File: src/rtl/m26_arb_pkg.sv
// m26_arb_pkg: shared types and helpers for the m26 FIFO arbiter.
// Holds the FSM encoding and the round-robin index step.
package m26_arb_pkg;

   localparam int IDX_W  = 3;
   localparam int MAX_CH = 8;

   typedef enum logic {
      ST_IDLE  = 1'b0,
      ST_GRANT = 1'b1
   } arb_state_e;

   // Next channel index after idx, wrapping at n.
   function automatic logic [IDX_W-1:0] rr_next(
      input logic [IDX_W-1:0] idx,
      input int unsigned      n
   );
      logic [31:0] wide;
      wide = {{(32-IDX_W){1'b0}}, idx} + 32'd1;
      if (wide >= n) return '0;
      return idx + IDX_W'(1);
   endfunction

endpackage

File: src/rtl/m26_fifo_arbiter_rr_pick.sv
// rr_pick: combinational round-robin picker.
// Scans from last+1 upward, wrapping, and returns the first request.
module rr_pick
   import m26_arb_pkg::*;
#(
   parameter int N_CH = 6
) (
   input  logic [N_CH-1:0]  req,
   input  logic [IDX_W-1:0] last,
   output logic             found,
   output logic [IDX_W-1:0] idx
);

   logic [MAX_CH-1:0] req_x;
   logic [IDX_W-1:0]  cand;

   // Walk N_CH candidates after last; first hit wins.
   always_comb begin
      req_x             = '0;
      req_x[N_CH-1:0]   = req;
      found             = 1'b0;
      idx               = '0;
      cand              = last;
      for (int k = 0; k < N_CH; k++) begin
         cand = rr_next(cand, N_CH);
         if (!found && req_x[cand]) begin
            found = 1'b1;
            idx   = cand;
         end
      end
   end

endmodule

File: src/rtl/m26_fifo_arbiter.sv
// m26_fifo_arbiter: round-robin merge of N_CH m26 receiver FIFOs
// into a single held 32-bit output word, with optional burst limit.
module m26_fifo_arbiter
   import m26_arb_pkg::*;
#(
   parameter int N_CH  = 6,
   parameter int CNT_W = 8
) (
   input  logic                BUS_CLK,
   input  logic                RST,
   input  logic [N_CH-1:0]     CH_EN,
   input  logic [CNT_W-1:0]    BURST_LEN,
   input  logic [N_CH-1:0]     CH_EMPTY,
   input  logic [32*N_CH-1:0]  CH_DATA,
   output logic [N_CH-1:0]     CH_READ,
   input  logic                OUT_READ,
   output logic                OUT_EMPTY,
   output logic [31:0]         OUT_DATA,
   output logic [2:0]          GRANT_ID,
   output logic [15:0]         SWITCH_CNT
);

   arb_state_e        state_q, state_d;
   logic [IDX_W-1:0]  grant_q, grant_d;
   logic [IDX_W-1:0]  last_q, last_d;
   logic [CNT_W-1:0]  cnt_q, cnt_d, cnt_inc;
   logic              valid_q, valid_d;
   logic [31:0]       data_q, data_d;
   logic [15:0]       sw_q, sw_d;

   logic [MAX_CH-1:0] en_x, empty_x, rd_x;
   logic [N_CH-1:0]   req;
   logic              pick_found;
   logic [IDX_W-1:0]  pick_idx;
   logic [31:0]       ch_word;
   logic              slot_free, load, done;

   // Widen per-channel vectors so grant_q can index them directly.
   always_comb begin
      en_x               = '0;
      en_x[N_CH-1:0]     = CH_EN;
      empty_x            = '1;
      empty_x[N_CH-1:0]  = CH_EMPTY;
      req                = CH_EN & ~CH_EMPTY;
      ch_word            = CH_DATA[{grant_q, 5'd0} +: 32];
   end

   rr_pick #(
      .N_CH (N_CH)
   ) u_pick (
      .req   (req),
      .last  (last_q),
      .found (pick_found),
      .idx   (pick_idx)
   );

   // Grant FSM, burst counting and output word register update.
   always_comb begin
      state_d   = state_q;
      grant_d   = grant_q;
      last_d    = last_q;
      cnt_d     = cnt_q;
      valid_d   = valid_q;
      data_d    = data_q;
      sw_d      = sw_q;
      rd_x      = '0;
      load      = 1'b0;
      done      = 1'b0;
      cnt_inc   = cnt_q;
      slot_free = !valid_q || OUT_READ;
      unique case (state_q)
         ST_IDLE: begin
            if (pick_found) begin
               grant_d = pick_idx;
               cnt_d   = '0;
               state_d = ST_GRANT;
            end
         end
         ST_GRANT: begin
            load = !RST && slot_free && en_x[grant_q]
                   && !empty_x[grant_q];
            if (load && cnt_q != '1) cnt_inc = cnt_q + CNT_W'(1);
            done = empty_x[grant_q] || !en_x[grant_q]
                   || (BURST_LEN != '0 && cnt_inc >= BURST_LEN);
            if (load) begin
               rd_x[grant_q] = 1'b1;
               data_d        = ch_word;
               cnt_d         = cnt_inc;
            end
            if (done) begin
               state_d = ST_IDLE;
               last_d  = grant_q;
               if (sw_q != '1) sw_d = sw_q + 16'd1;
            end
         end
         default: state_d = ST_IDLE;
      endcase
      if (load)          valid_d = 1'b1;
      else if (OUT_READ) valid_d = 1'b0;
   end

   // State registers with synchronous reset.
   always_ff @(posedge BUS_CLK) begin
      if (RST) begin
         state_q <= ST_IDLE;
         grant_q <= '0;
         last_q  <= IDX_W'(N_CH - 1);
         cnt_q   <= '0;
         valid_q <= 1'b0;
         data_q  <= '0;
         sw_q    <= '0;
      end else begin
         state_q <= state_d;
         grant_q <= grant_d;
         last_q  <= last_d;
         cnt_q   <= cnt_d;
         valid_q <= valid_d;
         data_q  <= data_d;
         sw_q    <= sw_d;
      end
   end

   assign CH_READ    = rd_x[N_CH-1:0];
   assign OUT_EMPTY  = !valid_q;
   assign OUT_DATA   = data_q;
   assign GRANT_ID   = grant_q;
   assign SWITCH_CNT = sw_q;

endmodule

File: config.mk
export PLATFORM = sky130hd
export DESIGN_NAME = m26_fifo_arbiter
export DESIGN_NICKNAME = d
export VERILOG_FILES = /design/src/rtl/m26_arb_pkg.sv /design/src/rtl/m26_fifo_arbiter_rr_pick.sv /design/src/rtl/m26_fifo_arbiter.sv
export SDC_FILE = /design/constraint.sdc
export NUM_CORES = 1
export LEC_CHECK = 0
export CAP_MARGIN = 10
export CORE_ASPECT_RATIO = 0.7
export CORE_MARGIN = 10
export CORE_UTILIZATION = 40
export DETAILED_ROUTE_END_ITERATION = 16
export HOLD_SLACK_MARGIN = 0.08
export PLACE_DENSITY = 0.78
export SLEW_MARGIN = 30
export SYNTH_ARGS = -nofsm -noshare
export SYNTH_HDL_FRONTEND = slang
export SYNTH_SLANG_ARGS = --single-unit
File: constraint.sdc
create_clock -name BUS_CLK -period 14.64 [get_ports BUS_CLK]
set_clock_uncertainty 0.2 [all_clocks]
set_input_delay 1.464 -clock BUS_CLK [delete_from_list [all_inputs] [get_ports BUS_CLK]]
set_output_delay 1.464 -clock BUS_CLK [all_outputs]
set_load 0.01 [all_outputs]
# ---- Yosys cells after proc, flatten, opt, wreduce, memory -nomap -nowiden
# Index checks and enable logic that the tools add are counted.
dict set report totals {
  n_memories 0
  word_cells 135
  ff_bits 64
  out_inout_bits 58
  ramBits 0
  latch_bits 0
  romBits 0
}
dict set report classes {
  shifts 1
  n_reduce_logical 30
  multipliers 0
  bitwise_logic 3
  n_div 0
  eq_ne 4
  addsub 14
  n_mux 61
  order_cmp 15
}
# op n
set ops {}
lappend ops {{$ge A32 B3 Y1 const B} 6}
lappend ops {{$shiftx A192 B9 Y32} 1}
lappend ops {{$mux W3} 18}
lappend ops {{$mux W8} 4}
lappend ops {{$lt A3 B4 Y1 const B} 7}
lappend ops {{$mux W1} 26}
lappend ops {{$add A3 B1 Y4 const B} 6}
lappend ops {{$bmux W1 S3} 8}
lappend ops {{$add A3 B1 Y3 const B} 6}
lappend ops {{$add A16 B1 Y16 const B} 1}
lappend ops {{$ne A16 B16 Y1 const B} 1}
lappend ops {{$pmux W8 S2} 1}
lappend ops {{$mux W6} 2}
lappend ops {{$logic_and A1 B1 Y1} 11}
lappend ops {{$logic_not A1 Y1} 9}
lappend ops {{$add A8 B1 Y8 const B} 1}
lappend ops {{$ge A8 B8 Y1} 1}
lappend ops {{$ne A8 B8 Y1 const B} 1}
lappend ops {{$reduce_and A2 Y1} 4}
lappend ops {{$reduce_bool A8 Y1} 1}
lappend ops {{$and A6 B6 Y6} 1}
lappend ops {{$not A6 Y6} 1}
lappend ops {{$demux W1 S3} 1}
lappend ops {{$ge A3 B1 Y1 const B} 1}
lappend ops {{7 further kinds} 9}

# ---- Depth between registers and ports, before layout
dict set report depth {
  ltp_word 30
  mapped_depth 29
  mapped_depth_nobuf 26
}

# ---- Hierarchy
# From an unflattened synthesis, not the netlist that was laid out.
dict set report unflattened {
  cells_unflattened 783
  hier_area_um2 6045.8
}
# mod area_each_um2 seq_area_each_um2 n_inst cells_per_inst
set by_module_without_submodules {}
lappend by_module_without_submodules {m26_fifo_arbiter 4763.3 1281.2 1 605}
lappend by_module_without_submodules {rr_pick 1282.5 0.0 1 178}

# ---- Worst setup path before layout
# OpenSTA, ideal clock, no wires.
dict set report synth_path {
  kind {flip-flop to flip-flop}
  startpoint {register last_q[0]}
  endpoint {register grant_q[2], in the netlist GRANT_ID[2]}
  t_arrival_ns 6.725
  path_buffers 3
  path_stages_with_launch 30
  setup_slack_ns 7.596
  period_less_slack_ns 7.044
  path_cell_list {dfxtp_1 > buf_2 > inv_1 > ha_1 > clkbuf_2 > buf_2 > or2_2 > o21ai_0 > a31o_2 > inv_1 > ha_1 > nor2b_1 > a21oi_1 > a21o_1 > a21boi_0 > inv_1 > ha_1 > nand2_1 > or4b_4 > o311ai_4 > inv_1 > ha_1 > a2111oi_4 > or4b_1 > o311ai_2 > nor4_1 > or4_4 > a211oi_4 > nor2_1 > o221a_1}
}
dict set report synth_between {
  elab_chain_cells 29
  word_cells_on_any_way 65
}
# element line_no
set synth_lines {}
lappend synth_lines {{start: declaration} m26_fifo_arbiter.sv:25} ;# logic [IDX_W-1:0] last_q, last_d;
lappend synth_lines {{start signal: assignment} m26_fifo_arbiter.sv:107} ;# last_q <= IDX_W'(N_CH - 1);
lappend synth_lines {{start signal: assignment} m26_fifo_arbiter.sv:115} ;# last_q <= last_d;
lappend synth_lines {{$add A3 B1 Y4} m26_arb_pkg.sv:19} ;# wide = {{(32-IDX_W){1'b0}}, idx} + 32'd1;
lappend synth_lines {{$ge A32 B3 Y1} m26_arb_pkg.sv:20} ;# if (wide >= n) return '0;
lappend synth_lines {{$mux W1} m26_arb_pkg.sv:20}
lappend synth_lines {{$mux W3 (*)} m26_arb_pkg.sv:21} ;# return idx + IDX_W'(1);
lappend synth_lines {{$add A3 B1 Y4} m26_arb_pkg.sv:19}
lappend synth_lines {{$ge A32 B3 Y1} m26_arb_pkg.sv:20}
lappend synth_lines {{$mux W1} m26_arb_pkg.sv:20}
lappend synth_lines {{$mux W3} m26_arb_pkg.sv:21}
lappend synth_lines {{[13 not listed]} n/a}
lappend synth_lines {{$ge A32 B3 Y1} m26_arb_pkg.sv:20}
lappend synth_lines {{$mux W1} m26_arb_pkg.sv:20}
lappend synth_lines {{$mux W3} m26_arb_pkg.sv:21}
lappend synth_lines {{$bmux W1 S3} m26_fifo_arbiter_rr_pick.sv:26} ;# if (!found && req_x[cand]) begin
lappend synth_lines {{$mux W1 (implied by the code)} m26_fifo_arbiter_rr_pick.sv:26}
lappend synth_lines {{$logic_and A1 B1 Y1} m26_fifo_arbiter_rr_pick.sv:26}
lappend synth_lines {{$mux W1} m26_fifo_arbiter_rr_pick.sv:26}
lappend synth_lines {{$reduce_and A2 Y1 (no source line)} n/a}
lappend synth_lines {{end signal: assignment} m26_fifo_arbiter.sv:114} ;# grant_q <= grant_d;
lappend synth_lines {{end: declaration} m26_fifo_arbiter.sv:24} ;# logic [IDX_W-1:0] grant_q, grant_d;
# Every way passes the cells marked *; elsewhere a longest branch is shown, timed or not. The select of a mux whose other input is x is not followed.
# A chain may end at the register's enable or synchronous reset.

# ---- Worst setup path after layout
# Same ends and word-level chain as after synthesis.

==> impl_metrics.yaml <==
place:
  port-buffer-count: 272
  dp_hpwl_um: 20580
  globalplace.congestion: 1.001
detailed_routing:
  drc_errors: 0
  firstDrtPassIters: 7
  drt-initial-drc-count: 641
  wl_met3_um: 2368
  num_vias: 6924
  met2_length_um: 12410
  wl_um: 26300
  ant_nets: 0
  dr.max_layer_used: "met4"
  via_per_inst: 5.680
  wirelength_met1_um: 11250
  routedWlPerCell_um: 21.58
worst_setup_path:
  cp_slowest_cell: "dfxtp_1"
  worst-path-buf-inv: 3
  critical_path.cell_chain: "inv_1, ha_1, nor3_1, or2_2, a31oi_1, ha_1, o31ai_2, nand3_1, a21boi_0, inv_1, ha_1, nand2_1, or4b_4, o311ai_4, inv_1, ha_1, a2111oi_4, or4b_1, o311ai_2, nor4_1, or4_4, a211oi_4, nor2_1, o221a_1"
  worstPathArrival_ns: 8.08
  path_max_fanout: 17
  crit_path_end_kind: "register"
  required_ns: 14.66
  critPathKind: "register to register"
  crit_top_cell: "ha_1"
  critPathLaunchType: "register"
  path_delay_family: "simple AND/OR/NAND/NOR gates"
  critPathMaxStageDelay_ns: 0.68
clocking:
  cts_tree: "done"
  numCtsBuffers: 9
  cts_sinks: 64
  htreeDepth: 3
  hold_buffers: 0
  clock_latency_ns: 0.34
  cts_resized: 0
  clkSlewWorstSetupHoldPaths_ns: 0.06
  cts_setup_buffers: 0
  clk_root_buffer_cell: "clkbuf_16"
  ctsLongestPathBuffers: 2
grt:
  overflow: 0
  gr-usage-all-layers_pct: 24.72
  grt_pass1_wl_um: 39160
  antenna_found_initial: 0
  grt_max_degree: 59
  grt_pass1_vias: 6748
floorplanning:
  design.portCount: 273
  die_x_um: 165.2
  die_y_um: 121.7
  rows: 37
  initial_core_util_pct: 40.51
  core_um2: 14580
  dieArea_um2: 20110
min_path:
  min_path_type: "register to register"
synthesis:
  netlist_instances: 780
  ys_seq_elements: 64
  yosysWarnings: 0
  avgSynthCellArea_um2: 7.573
  ys.flop_type: "dfxtp_1"
  syn_nets: 1012
  synth_cell_types: 78
  syn-cell-area_um2: 5907
  yosysSeqAreaShare_pct: 21.69
  async_reset_ff_share_pct: 0
  synth_edf_count: 0
timing:
  grt_setup_unrepaired: "no"
  fin_hold_ws_ns: 0.2593
  setup_tns_ns: 0
  setup_viol: 0
  worstMarginPinSlew_ns: 0.9632
  final_hold_viol_count: 0
  finalCritPeriodShare_pct: 55.07
  drv_slew: 0
  slew_headroom_pct: 35.78
  max_freq_mhz: 124.0
  period_minus_slack_ns: 8.062
power:
  leakage_nw: 3.196
  seq_power_share_pct: 18.0
  combinationalPowerShare_pct: 63.9
  ir_worst_vdd_mv: 0.07017
  power_mw: 1.313
  p_sw_share_pct: 46.99
  power.switching_mw: 0.6171
  p_int_mw: 0.6961
  clockPowerShare_pct: 18.2
  power_density_nw_per_um2: 144.4
flow_run:
  maxCapViolCount: 0
final_layout:
  finalNetCount: 1251
  syn_to_final_growth_pct: 53.95
  n_antenna_cell: 0
  post_route_cells_drive_above_1_share_pct: 8.008
outcome:
  status: "complete, no violations"
[power groups by stage]
stage          Sequential (mW)  Clock (mW)  Combinational (mW)
3_5_place_dp             0.238           0               0.821
2_1_floorplan            0.218           0               0.580
4_1_cts                  0.235       0.240               0.826
5_1_grt                  0.240       0.247               0.912
3_3_place_gp             0.237           0               0.831
6_report                 0.236       0.239               0.838
[sequential cells by signal, summed over array words and instances (netlist names)]
signal      count
valid_q         1
cnt_q           8
last_q          3
OUT_DATA       32
SWITCH_CNT     16
state_q         1
GRANT_ID        3
[worst register-to-register path, cell delays in order, from the launching register on]
cell,delay (ns)
dfxtp_1,0.68
inv_1,0.18
ha_1,0.65
nor3_1,0.15
or2_2,0.40
a31oi_1,0.42
ha_1,0.40
o31ai_2,0.42
nand3_1,0.27
a21boi_0,0.32
inv_1,0.10
ha_1,0.35
nand2_1,0.07
or4b_4,0.52
o311ai_4,0.11
inv_1,0.08
ha_1,0.29
a2111oi_4,0.40
or4b_1,0.51
o311ai_2,0.14
nor4_1,0.09
or4_4,0.57
a211oi_4,0.29
nor2_1,0.09
o221a_1,0.25
[cells in the final DEF, fill, tap and decap left out, drive strengths merged, types with 22 or more instances in the layout]
cell type,netlist,layout
a211oi,33,33
a21oi,57,57
a221oi,27,27
clkdlybuf4s50,0,271
dfxtp,64,64
inv,24,25
mux2,26,26
mux2i,46,46
nand2,56,56
nor2,131,131
o21ai,23,23
xnor2,22,22
[per-stage QoR]
step                worst slack (ns)  utilization, %  instance area [um^2]  cells
finish                         6.578           62.36                  9094   1219
global route                   5.942           62.36                  9094   1219
CTS                            6.693           62.27                  9080   1219
detailed placement             6.687           60.00                  8750   1203
global placement               6.789           59.98                  8747   1203
floorplan                      7.596               -                  5907    780
[layout make-up]
class                           instances  area [um^2]
Tap cell                              195        244.0
Clock inverter                          7        105.1
Clock buffer                            9        225.2
Sequential cell                        64         1287
Timing Repair Buffer                  278         2763
Fill cell                            1324         5489
Multi-Input combinational cell        642         4379
Inverter                               24        90.09
[Yosys cell counts (all sizes together), types with 9 or more instances]
| cell | instances | area, um^2 |
|---|---|---|
| mux2 | 26 | 292.8 |
| a211oi | 33 | 265.3 |
| inv | 24 | 90.08 |
| ha | 17 | 212.7 |
| buf | 14 | 62.56 |
| dfxtp | 64 | 1281 |
| nor3 | 13 | 80.08 |
| nand2b | 10 | 62.56 |
| a21o | 9 | 67.56 |
| nor2b | 11 | 68.82 |
| nand2 | 56 | 210.2 |
| xor2 | 9 | 78.83 |
| nor4 | 16 | 100.1 |
| o211ai | 18 | 135.1 |
| mux2i | 46 | 460.4 |
| nand3 | 18 | 90.09 |
| a21oi | 57 | 285.3 |
| nor2 | 131 | 491.7 |
| a221oi | 27 | 236.5 |
| o21ai | 23 | 118.9 |
| clkbuf | 36 | 136.4 |
| xnor2 | 22 | 192.7 |
[final timing paths]
| path | start | to | slack (ns) | cells past startpoint |
|---|---|---|---|---|
| max | last_q[0] | GRANT_ID[2] | 6.58 | 24 |
| min | OUT_DATA[26] | OUT_DATA[26] | 0.26 | 2 |
| max reg2reg | last_q[0] | GRANT_ID[2] | 6.58 | 24 |
| min reg2reg | OUT_DATA[26] | OUT_DATA[26] | 0.26 | 2 |
[kinds of logic after synthesis]
| group | Yosys count | synth area share (%) |
|---|---|---|
| simple gates | 299 | 24.49 |
| compound gates | 223 | 27.98 |
| xor+xnor | 31 | 4.596 |
| mux | 72 | 12.75 |
| buf+inv | 74 | 4.893 |
| fa+ha+maj | 17 | 3.601 |
| flops | 64 | 21.69 |
[metal layers]
metal / track usage [%] / vias up
li1: - / 3376
met1: 32.05 / 3209
met4: 4.194 / 0
met5: 0 / -
met3: 7.010 / 25
met2: 40.56 / 314
(Power assumes the default switching activity.)
